--- config.mk ---
export PLATFORM = sky130hd
export DESIGN_NAME = lfsr_prbs_check
export DESIGN_NICKNAME = d
export VERILOG_FILES = /design/src/rtl/lfsr_prbs_check.sv
export SDC_FILE = /design/constraint.sdc
export NUM_CORES = 1
export LEC_CHECK = 0
export CORE_MARGIN = 8
export CORE_UTILIZATION = 49
export CTS_CLUSTER_SIZE = 12
export DETAILED_ROUTE_END_ITERATION = 8
export PLACE_DENSITY_LB_ADDON = 0.12
export SYNTH_ARGS = -nofsm -noshare
export SYNTH_HDL_FRONTEND = slang
export SYNTH_SLANG_ARGS = --single-unit
--- constraint.sdc ---
create_clock -name clk -period 2.31 [get_ports clk]
set_input_delay 0.5775 -clock clk [delete_from_list [all_inputs] [get_ports clk]]
set_output_delay 0.5775 -clock clk [all_outputs]
set_load 0.01 [all_outputs]
--- src/rtl/lfsr_prbs_check.sv ---
// Self-synchronising PRBS checker for the parallel word stream of the lfsr generator.
// Optional build macro LFSR_PRBS_CHECK_BIT_ERR_EN: err_count accumulates bit errors instead of errored words.
module lfsr_prbs_check #(
  parameter int                    LFSR_WIDTH   = 9,
  parameter logic [LFSR_WIDTH-1:0] LFSR_POLY    = 9'h021,
  parameter int                    DATA_WIDTH   = 8,
  parameter int                    LOCK_COUNT   = 16,
  parameter int                    UNLOCK_COUNT = 4,
  parameter int                    CNT_WIDTH    = 32
) (
  input  logic                  clk,
  input  logic                  rst_n,
  input  logic [DATA_WIDTH-1:0] data_in,
  input  logic                  data_in_valid,
  input  logic                  clear,
  output logic                  locked,
  output logic                  error,
  output logic [CNT_WIDTH-1:0]  err_count,
  output logic [CNT_WIDTH-1:0]  word_count
);

  localparam int SEED_WORDS = (LFSR_WIDTH + DATA_WIDTH - 1) / DATA_WIDTH;
  localparam int SEED_W     = $clog2(SEED_WORDS + 1);
  localparam int GOOD_W     = $clog2(LOCK_COUNT + 1);
  localparam int BAD_W      = $clog2(UNLOCK_COUNT + 1);
  localparam int INC_W      = $clog2(DATA_WIDTH + 1);
  localparam int SUM_W      = CNT_WIDTH + 1;

  typedef enum logic [1:0] {
    SEED,
    HUNT,
    LOCKED
  } state_e;

  state_e                state_q;
  logic [LFSR_WIDTH-1:0] history_q;
  logic [LFSR_WIDTH-1:0] history_d;
  logic [SEED_W-1:0]     seedCnt_q;
  logic [GOOD_W-1:0]     goodCnt_q;
  logic [BAD_W-1:0]      badCnt_q;
  logic                  locked_q;
  logic                  error_q;
  logic [CNT_WIDTH-1:0]  errCount_q;
  logic [CNT_WIDTH-1:0]  wordCount_q;

  logic [LFSR_WIDTH-1:0] predShift;
  logic [LFSR_WIDTH-1:0] rcvShift;
  logic                  feedback;
  logic [DATA_WIDTH-1:0] expWord;
  logic                  mismatch;
  logic [INC_W-1:0]      errInc;
  logic [SUM_W-1:0]      errSum;
  logic [CNT_WIDTH-1:0]  errSat;
  logic [CNT_WIDTH-1:0]  wordSat;

  // History keeps the oldest bit at index 0 and the newest at the MSB. The
  // prediction chain runs only on expected bits, while the next history is
  // built from the received bits, which is what makes the checker resync.
  always_comb begin
    predShift = history_q;
    rcvShift  = history_q;
    feedback  = 1'b0;
    expWord   = '0;
    for (int j = DATA_WIDTH - 1; j >= 0; j--) begin
      feedback   = ^(predShift & LFSR_POLY);
      expWord[j] = feedback;
      predShift  = {feedback, predShift[LFSR_WIDTH-1:1]};
      rcvShift   = {data_in[j], rcvShift[LFSR_WIDTH-1:1]};
    end
    history_d = rcvShift;
  end

  // An all-zero history would predict all zeros forever, so it never counts as a match.
  assign mismatch = (data_in != expWord) || (history_q == '0);

`ifdef LFSR_PRBS_CHECK_BIT_ERR_EN
  logic [DATA_WIDTH-1:0] diffBits;
  logic [INC_W-1:0]      bitErrs;

  assign diffBits = data_in ^ expWord;

  // A zero-guard mismatch can have no differing bits; still charge one error.
  always_comb begin
    bitErrs = '0;
    for (int i = 0; i < DATA_WIDTH; i++) begin
      bitErrs = bitErrs + INC_W'(diffBits[i]);
    end
    errInc = (bitErrs == '0) ? INC_W'(1) : bitErrs;
  end
`else
  assign errInc = INC_W'(1);
`endif

  assign errSum  = {1'b0, errCount_q} + SUM_W'(errInc);
  assign errSat  = errSum[CNT_WIDTH] ? '1 : errSum[CNT_WIDTH-1:0];
  assign wordSat = (&wordCount_q) ? wordCount_q : wordCount_q + CNT_WIDTH'(1);

  // Checker FSM with registered status outputs. Clear is applied last so it
  // overrides any increment made by the same word.
  always_ff @(posedge clk or negedge rst_n) begin
    if (!rst_n) begin
      state_q     <= SEED;
      history_q   <= '0;
      seedCnt_q   <= '0;
      goodCnt_q   <= '0;
      badCnt_q    <= '0;
      locked_q    <= 1'b0;
      error_q     <= 1'b0;
      errCount_q  <= '0;
      wordCount_q <= '0;
    end else begin
      error_q <= 1'b0;
      if (data_in_valid) begin
        history_q <= history_d;
        case (state_q)
          SEED: begin
            if (seedCnt_q == SEED_W'(SEED_WORDS - 1)) begin
              state_q   <= HUNT;
              seedCnt_q <= '0;
              goodCnt_q <= '0;
            end else begin
              seedCnt_q <= seedCnt_q + SEED_W'(1);
            end
          end
          HUNT: begin
            if (mismatch) begin
              goodCnt_q <= '0;
            end else if (goodCnt_q == GOOD_W'(LOCK_COUNT - 1)) begin
              state_q   <= LOCKED;
              locked_q  <= 1'b1;
              goodCnt_q <= '0;
              badCnt_q  <= '0;
            end else begin
              goodCnt_q <= goodCnt_q + GOOD_W'(1);
            end
          end
          LOCKED: begin
            wordCount_q <= wordSat;
            if (mismatch) begin
              error_q    <= 1'b1;
              errCount_q <= errSat;
              if (badCnt_q == BAD_W'(UNLOCK_COUNT - 1)) begin
                state_q   <= HUNT;
                locked_q  <= 1'b0;
                badCnt_q  <= '0;
                goodCnt_q <= '0;
              end else begin
                badCnt_q <= badCnt_q + BAD_W'(1);
              end
            end else begin
              badCnt_q <= '0;
            end
          end
          default: begin
            state_q <= SEED;
          end
        endcase
      end
      if (clear) begin
        errCount_q  <= '0;
        wordCount_q <= '0;
      end
    end
  end

  assign locked     = locked_q;
  assign error      = error_q;
  assign err_count  = errCount_q;
  assign word_count = wordCount_q;

endmodule

==> run summary, run 1 <==
Status -> finished, violations left
Remaining Overflow, GRT -> 0
Synth Register Bits -> 87
Area delta synth->final -> 32.1%
Commonest non-fill, non-tap cell in the layout -> dfrtp_1
Worst path max stage delay -> 0.55 ns
YS warnings -> 0
CTS sink cnt -> 87
First-pass GRT wire length -> 22,000 microns
Antenna violations before repair -> 0
Clk root buf -> clkbuf_8
Placed Area -> 0.00621 sq mm
Slew at the pin closest to its max-slew limit -> 0.476 ns
Critical Path, Cell by Cell -> or4_4, o311a_4, nor3_4, buf_6, o31ai_4, inv_4, buf_12, a31oi_1, a311oi_1
Dpl hpwl -> 9290 microns
Cell variety after synth -> 66
Io pins -> 78
Worst Path Required -> 2.57 ns
Port-buffer cells -> 77
CORE AREA -> 0.0101 sq mm
Power Density -> 438 mW/mm^2
Die Span Y -> 117 microns
Tcrit/Tclk final -> 1.01
FF-to-FF setup slack -> -0.03 ns
Post-Route WL -> 13,300 microns
Mapped Cells -> 538
Via-per-instance ratio -> 5.85
Final min period -> 2.34 ns
DRC errors left -> 0
Total die area -> 0.0137 sq mm
Diodes inserted -> 0
Buf/Inv on CP -> 3
Initial DRC count -> 300
Hold crit path type -> primary input to async pin
Row Count -> 37
Fillers -> 807
Leak pwr -> 2.60 nW
Pre-CTS WS -> -0.480 ns
Clock slew at reported path FFs -> 0.09 ns
RSZ-0062 raised after global routing -> yes
Total track usage -> 0.201
Max Freq -> 0.427 GHz
Final layout net count -> 663
Crit. Startpoint -> history_q[5]
Critical path's top delay family -> compound AO/OA/AOI/OAI gates
Clk_lat worst skew -> 0.36 ns
Cell taking the most area after synthesis -> dfrtp_1
Area of the multi-input gates -> 0.00276 sq mm
Post-DR wirelength/cell -> 16.8 microns
Starting Density -> 0.495
# Max-Cap Violations -> 0
CTS Buffer Depth -> 2
CP Capture Type -> flip-flop
H-tree Lvls -> 3
Avg Inst Size Synth -> 9.29 sq um
Die extent in x -> 117 microns
Setup tns final -> -0.0385 ns
CP arrival -> 2.60 ns
FF-to-FF path depth -> 9
Startpoint Class -> flip-flop
Final hold violations -> 0
Failing checks -> negative setup slack
Top cells by area in the synthesized netlist -> dfrtp_1, nor2_1, xnor2_1, a21oi_1, nand3_1
Num CTS Buffers -> 9
CP max stage cell -> or4_4
Peak VDD IR -> 269 uV
Design area -> 0.00661 sq mm
Setup-failing EPs final -> 2
Worst r2r dst -> err_count[24]
Drt first pass iters -> 5
CTS tree -> yes
Max FO, Critical Path -> 10
Crit path kind -> flip-flop to flip-flop
Main synth FF type -> dfrtp_1
Share of cells above drive strength 1 -> 0.195
Slew Limit Fails -> 0
Clk_skew -> 0.00593 ns
Slew HR -> 0.683
Total area of sequential cells -> 0.00218 sq mm
Vias in the first global route -> 4,535
Final GP Congestion -> 0.842
Vias -> 4,613
Async set-reset flop share out of synthesis -> 1.00
Final WS setup -> -0.0294 ns
Number of synthesized flops with an enable pin -> 0
Antenna Nets Post-Route -> 0
Largest net degree at the start of global routing -> 88
Synthesized net count -> 554
R2r startpoint -> history_q[5]
Hold_ws -> 0.247 ns
Most frequent cells in the layout -> dfrtp_1, clkdlybuf4s50_1, nor2_1
Synthesized cell area -> 0.00500 sq mm
Post-synth top area share -> 0.436
Part of the Yosys area used for sequential elements -> 0.436
-- state kept, by name (all words and copies together), names as in the netlist --
signal / flops
word_count: 32
locked: 1
seedCnt_q: 2
badCnt_q: 3
goodCnt_q: 5
state_q: 2
history_q: 9
error: 1
err_count: 32
-- cells in the mapped netlist (8+ instances only) --
cell type	number
a21oi_1	31
nand3_1	27
xor2_1	12
a211oi_1	9
nor4_1	13
and4_1	13
clkbuf_1	14
buf_2	8
nand4_1	20
dfrtp_1	87
inv_1	15
nand2_1	35
xnor2_1	26
a31oi_1	8
nor3_1	22
o21ai_0	20
nor2_1	61
and3_1	10
mux2_2	9
-- routing by layer --
layer / track usage / up-vias / part of all wire
li1: - / 2195 / -
met2: 0.329 / 126 / 0.49
met1: 0.259 / 2277 / 0.44
met5: 0 / - / 0
met3: 0.0421 / 15 / 0.060
met4: 0.0666 / 0 / 0.010
-- report_power, final --
part / switching [mW] / internal (mW) / total (mW) / leakage (nW)
Combinational: 0.124 / 0.105 / 0.229 / 1.31
Sequential: 0.0254 / 1.54 / 1.57 / 1.19
Clock: 0.590 / 0.511 / 1.10 / 0.0964
Total: 0.739 / 2.16 / 2.90 / 2.60
-- worst max-delay path by stage --
stage / to / depth (start not counted)
2_1_floorplan: goodCnt_q[2] / 8
3_3_place_gp: err_count[30] / 10
3_5_place_dp: err_count[17] / 9
4_1_cts: err_count[20] / 11
5_1_grt: err_count[24] / 9
6_report: err_count[24] / 9
-- cell families (layout without fill, tap and decap cells) --
group / Yosys count / after routing / share of synthesized area
AND/OR/NAND/NOR: 246 / 246 / 0.271
flip-flops: 87 / 87 / 0.436
buffers and inverters: 45 / 159 / 0.0441
AO/OA/AOI/OAI: 109 / 109 / 0.152
adder cells (fa/ha/maj): 4 / 4 / 0.0100
multiplexers: 9 / 9 / 0.0203
XOR/XNOR: 38 / 38 / 0.0666
-- stage by stage --
stage / cells / utilization / power [mW]
floorplan: 538 / - / 1.69
global placement: 770 / 0.616 / 1.79
detailed placement: 770 / 0.616 / 1.80
CTS: 789 / 0.647 / 2.91
global route: 788 / 0.654 / 3.01
finish: 788 / 0.654 / 2.90
-- what timing repair did --
item,in CTS,in global routing
cloned,1,0
pin swaps,18,10
hold buffers,0,0
setup endpoints to repair,37,40
buffers inserted,2,0
resized for setup,17,24
-- final cells by class --
cell class,instances,share of cell area
Sequential cell,87,0.330
Inverter,16,0.00947
Tap cell,136,0.0258
Clock buffer,9,0.0188
Timing Repair Buffer,127,0.186
Clock inverter,7,0.0121
Multi-Input combinational cell,406,0.418
Note: power is estimated with default switching activity, not from simulation.
==> run 2: changes to the inputs <==
--- a/config.mk
+++ b/config.mk
@@ -5,8 +5,10 @@
 export SDC_FILE = /design/constraint.sdc
 export NUM_CORES = 1
 export LEC_CHECK = 0
+export CELL_PAD_IN_SITES_DETAIL_PLACEMENT = 1
+export CELL_PAD_IN_SITES_GLOBAL_PLACEMENT = 2
 export CORE_MARGIN = 8
-export CORE_UTILIZATION = 49
+export CORE_UTILIZATION = 33
 export CTS_CLUSTER_SIZE = 12
 export DETAILED_ROUTE_END_ITERATION = 8
 export PLACE_DENSITY_LB_ADDON = 0.12
==> constraint.sdc (replaced) <==
create_clock -name clk -period 2.5 [get_ports clk]
set_input_delay 0.625 -clock clk [delete_from_list [all_inputs] [get_ports clk]]
set_output_delay 0.625 -clock clk [all_outputs]
set_load 0.01 [all_outputs]
==> run summary, run 2 (same netlist as run 1, synthesis figures left out) <==
Status -> complete, no violations
Final WS setup -> 0.0969 ns (+0.126 ns)
Hold crit path type -> primary input to async pin
First-pass GRT wire length -> 25,900 microns (+18%)
CTS Buffer Depth -> 2 (unchanged)
Die Span Y -> 139 microns (+19%)
Via-per-instance ratio -> 5.56 (-5.1%)
Vias in the first global route -> 4,854 (+7.0%)
CORE AREA -> 0.0150 sq mm (+48%)
Setup tns final -> 0 ns (+0.0385 ns)
Net Sw Frac -> 0.241 (-0.0148)
Drt first pass iters -> 5 (unchanged)
Reg power frac -> 0.494 (-0.047)
CTS tree -> yes
Most frequent cells in the layout -> dfrtp_1, clkdlybuf4s50_1, nor2_1
GRT met1 Usage -> 0.212 (-0.0468)
Dpl hpwl -> 11,100 microns (+19%)
Slew Limit Fails -> 0 (unchanged)
CTS sink cnt -> 87 (unchanged)
Fillers -> 1,687 (+110%)
Crit path kind -> primary input to flip-flop
GR Layer Usage met2 -> 0.268 (-0.0614)
Clk_skew -> 0.00736 ns (+0.00143 ns)
Area delta synth->final -> 30.2%
Setup-failing EPs final -> 0 (-2)
Startpoint Class -> primary input
Slew HR -> 0.654 (-0.0287)
# Max-Cap Violations -> 0 (unchanged)
Vias -> 4,579 (-0.74%)
Total die area -> 0.0193 sq mm (+41%)
Largest net degree at the start of global routing -> 42 (-52%)
Port-buffer cells -> 77 (unchanged)
Post-CTS Hold Buffers -> 0 (unchanged)
Switching power -> 0.706 mW (-4.6%)
Hold_ws -> 0.219 ns (-0.0285 ns)
Final hold violations -> 0 (unchanged)
Peak VDD IR -> 299 uV (+11%)
Logic pwr share -> 0.062 (-0.017)
Final GP Congestion -> 0.777 (-7.7%)
H-tree Lvls -> 3 (unchanged)
Clk network pwr share -> 0.444 (+0.064)
Max FO, Critical Path -> 21 (+11)
Post-DR wirelength/cell -> 18.6 microns (+10%)
CP arrival -> 2.68 ns (+0.08 ns)
Share of cells above drive strength 1 -> 0.142 (-0.0533)
Final min period -> 2.40 ns
Int Power -> 2.23 mW (+3.3%)
Power Density -> 451 mW/mm^2 (+2.8%)
Slew at the pin closest to its max-slew limit -> 0.517 ns (+0.0411 ns)
Leak pwr -> 2.52 nW (-3.0%)
DRC errors left -> 0 (unchanged)
Final layout net count -> 647 (-2.4%)
Post-layout util -> 0.435 (-0.220)
Most Crowded Layer GR -> met2
Final Power -> 2.93 mW (+1.3%)
Pre-CTS WS -> -0.415 ns (+0.0653 ns)
Total track usage -> 0.163 (-0.0373)
Post-Route WL -> 15,300 microns (+16%)
Clk root buf -> clkbuf_16
Worst Path Required -> 2.78 ns (+0.21 ns)
Die extent in x -> 139 microns (+19%)
Io pins -> 78 (unchanged)
Num CTS Buffers -> 9 (unchanged)
CP Capture Type -> flip-flop
Clk_lat worst skew -> 0.34 ns (-0.02 ns)
Grt met3 use -> 0.0320 (-0.0101)
Commonest non-fill, non-tap cell in the layout -> dfrtp_1
Tcrit/Tclk final -> 0.961
RSZ-0062 raised after global routing -> yes
Antenna Nets Post-Route -> 0 (unchanged)
Remaining Overflow, GRT -> 0 (unchanged)
Clock slew at reported path FFs -> 0.07 ns (-0.02 ns)
Diodes inserted -> 0 (unchanged)
Antenna violations before repair -> 0 (unchanged)
Starting Density -> 0.334 (-0.162)
Max Freq -> 0.416 GHz
Initial DRC count -> 231 (-23%)
FF-to-FF setup slack -> 0.1 ns (+0.13 ns)
Row Count -> 45 (+22%)
-- run 2: worst paths after layout --
check                           cells after the start        endpoint         start
worst max register to register                      8   err_count[26]  history_q[2]
max in group asynchronous                           2    history_q[0]         rst_n
worst max-delay path                                9   err_count[18]    data_in[3]
worst min register to register                      1     badCnt_q[2]   badCnt_q[2]
worst min-delay path                                1  word_count[18]         rst_n
min in group clk                                    1     badCnt_q[2]   badCnt_q[2]
-- run 2: worst max-delay path, cell delays in order --
cell,delay (ns)
clkdlybuf4s50_1,0.48
xor2_1,0.20
and3_1,0.18
o22ai_1,0.14
o31ai_4,0.39
inv_4,0.09
buf_12,0.17
a41oi_1,0.23
o21a_1,0.17
-- run 2: power by group through the flow --
stage / combinational (mW) / sequential (mW) / clock, mW
after floorplan: 0.104 / 1.46 / 0
after global placement: 0.177 / 1.47 / 0
after detailed placement: 0.183 / 1.48 / 0
after CTS: 0.183 / 1.45 / 1.35
after global routing: 0.201 / 1.45 / 1.40
final: 0.181 / 1.45 / 1.30
-- run 2: final cells by class --
class,count,area (sq um),area share
multi-input cells,406,2680,0.411
flip-flops and latches,87,2180,0.334
repair buffers,111,1080,0.166
clock buffers,13,260,0.0400
well taps,188,235,0.0361
inverters,16,62.6,0.00961
clock inverters,3,17.5,0.00269
-- run 2: repair_timing --
item,in CTS,in global routing
endpoints found under the setup margin,3,27
gates resized for setup,1,15
pin swaps,0,8
cloned,0,0
setup buffers,0,2
-- run 2: per-layer routing --
| layer | wire, microns | share of wire | up-vias |
|---|---|---|---|
| li1 | - | - | 2173 |
| met1 | 7390 | 0.48 | 2333 |
| met2 | 7220 | 0.47 | 62 |
| met3 | 511 | 0.033 | 11 |
| met4 | 191 | 0.012 | 0 |
| met5 | 0 | 0 | - |
-- run 2: stage by stage --
step           std cells  cell area [sq um]
2_1_floorplan        538               5000
4_1_cts              822               6430
6_report             824               6510
3_3_place_gp         806               6140
5_1_grt              824               6510
3_5_place_dp         806               6140
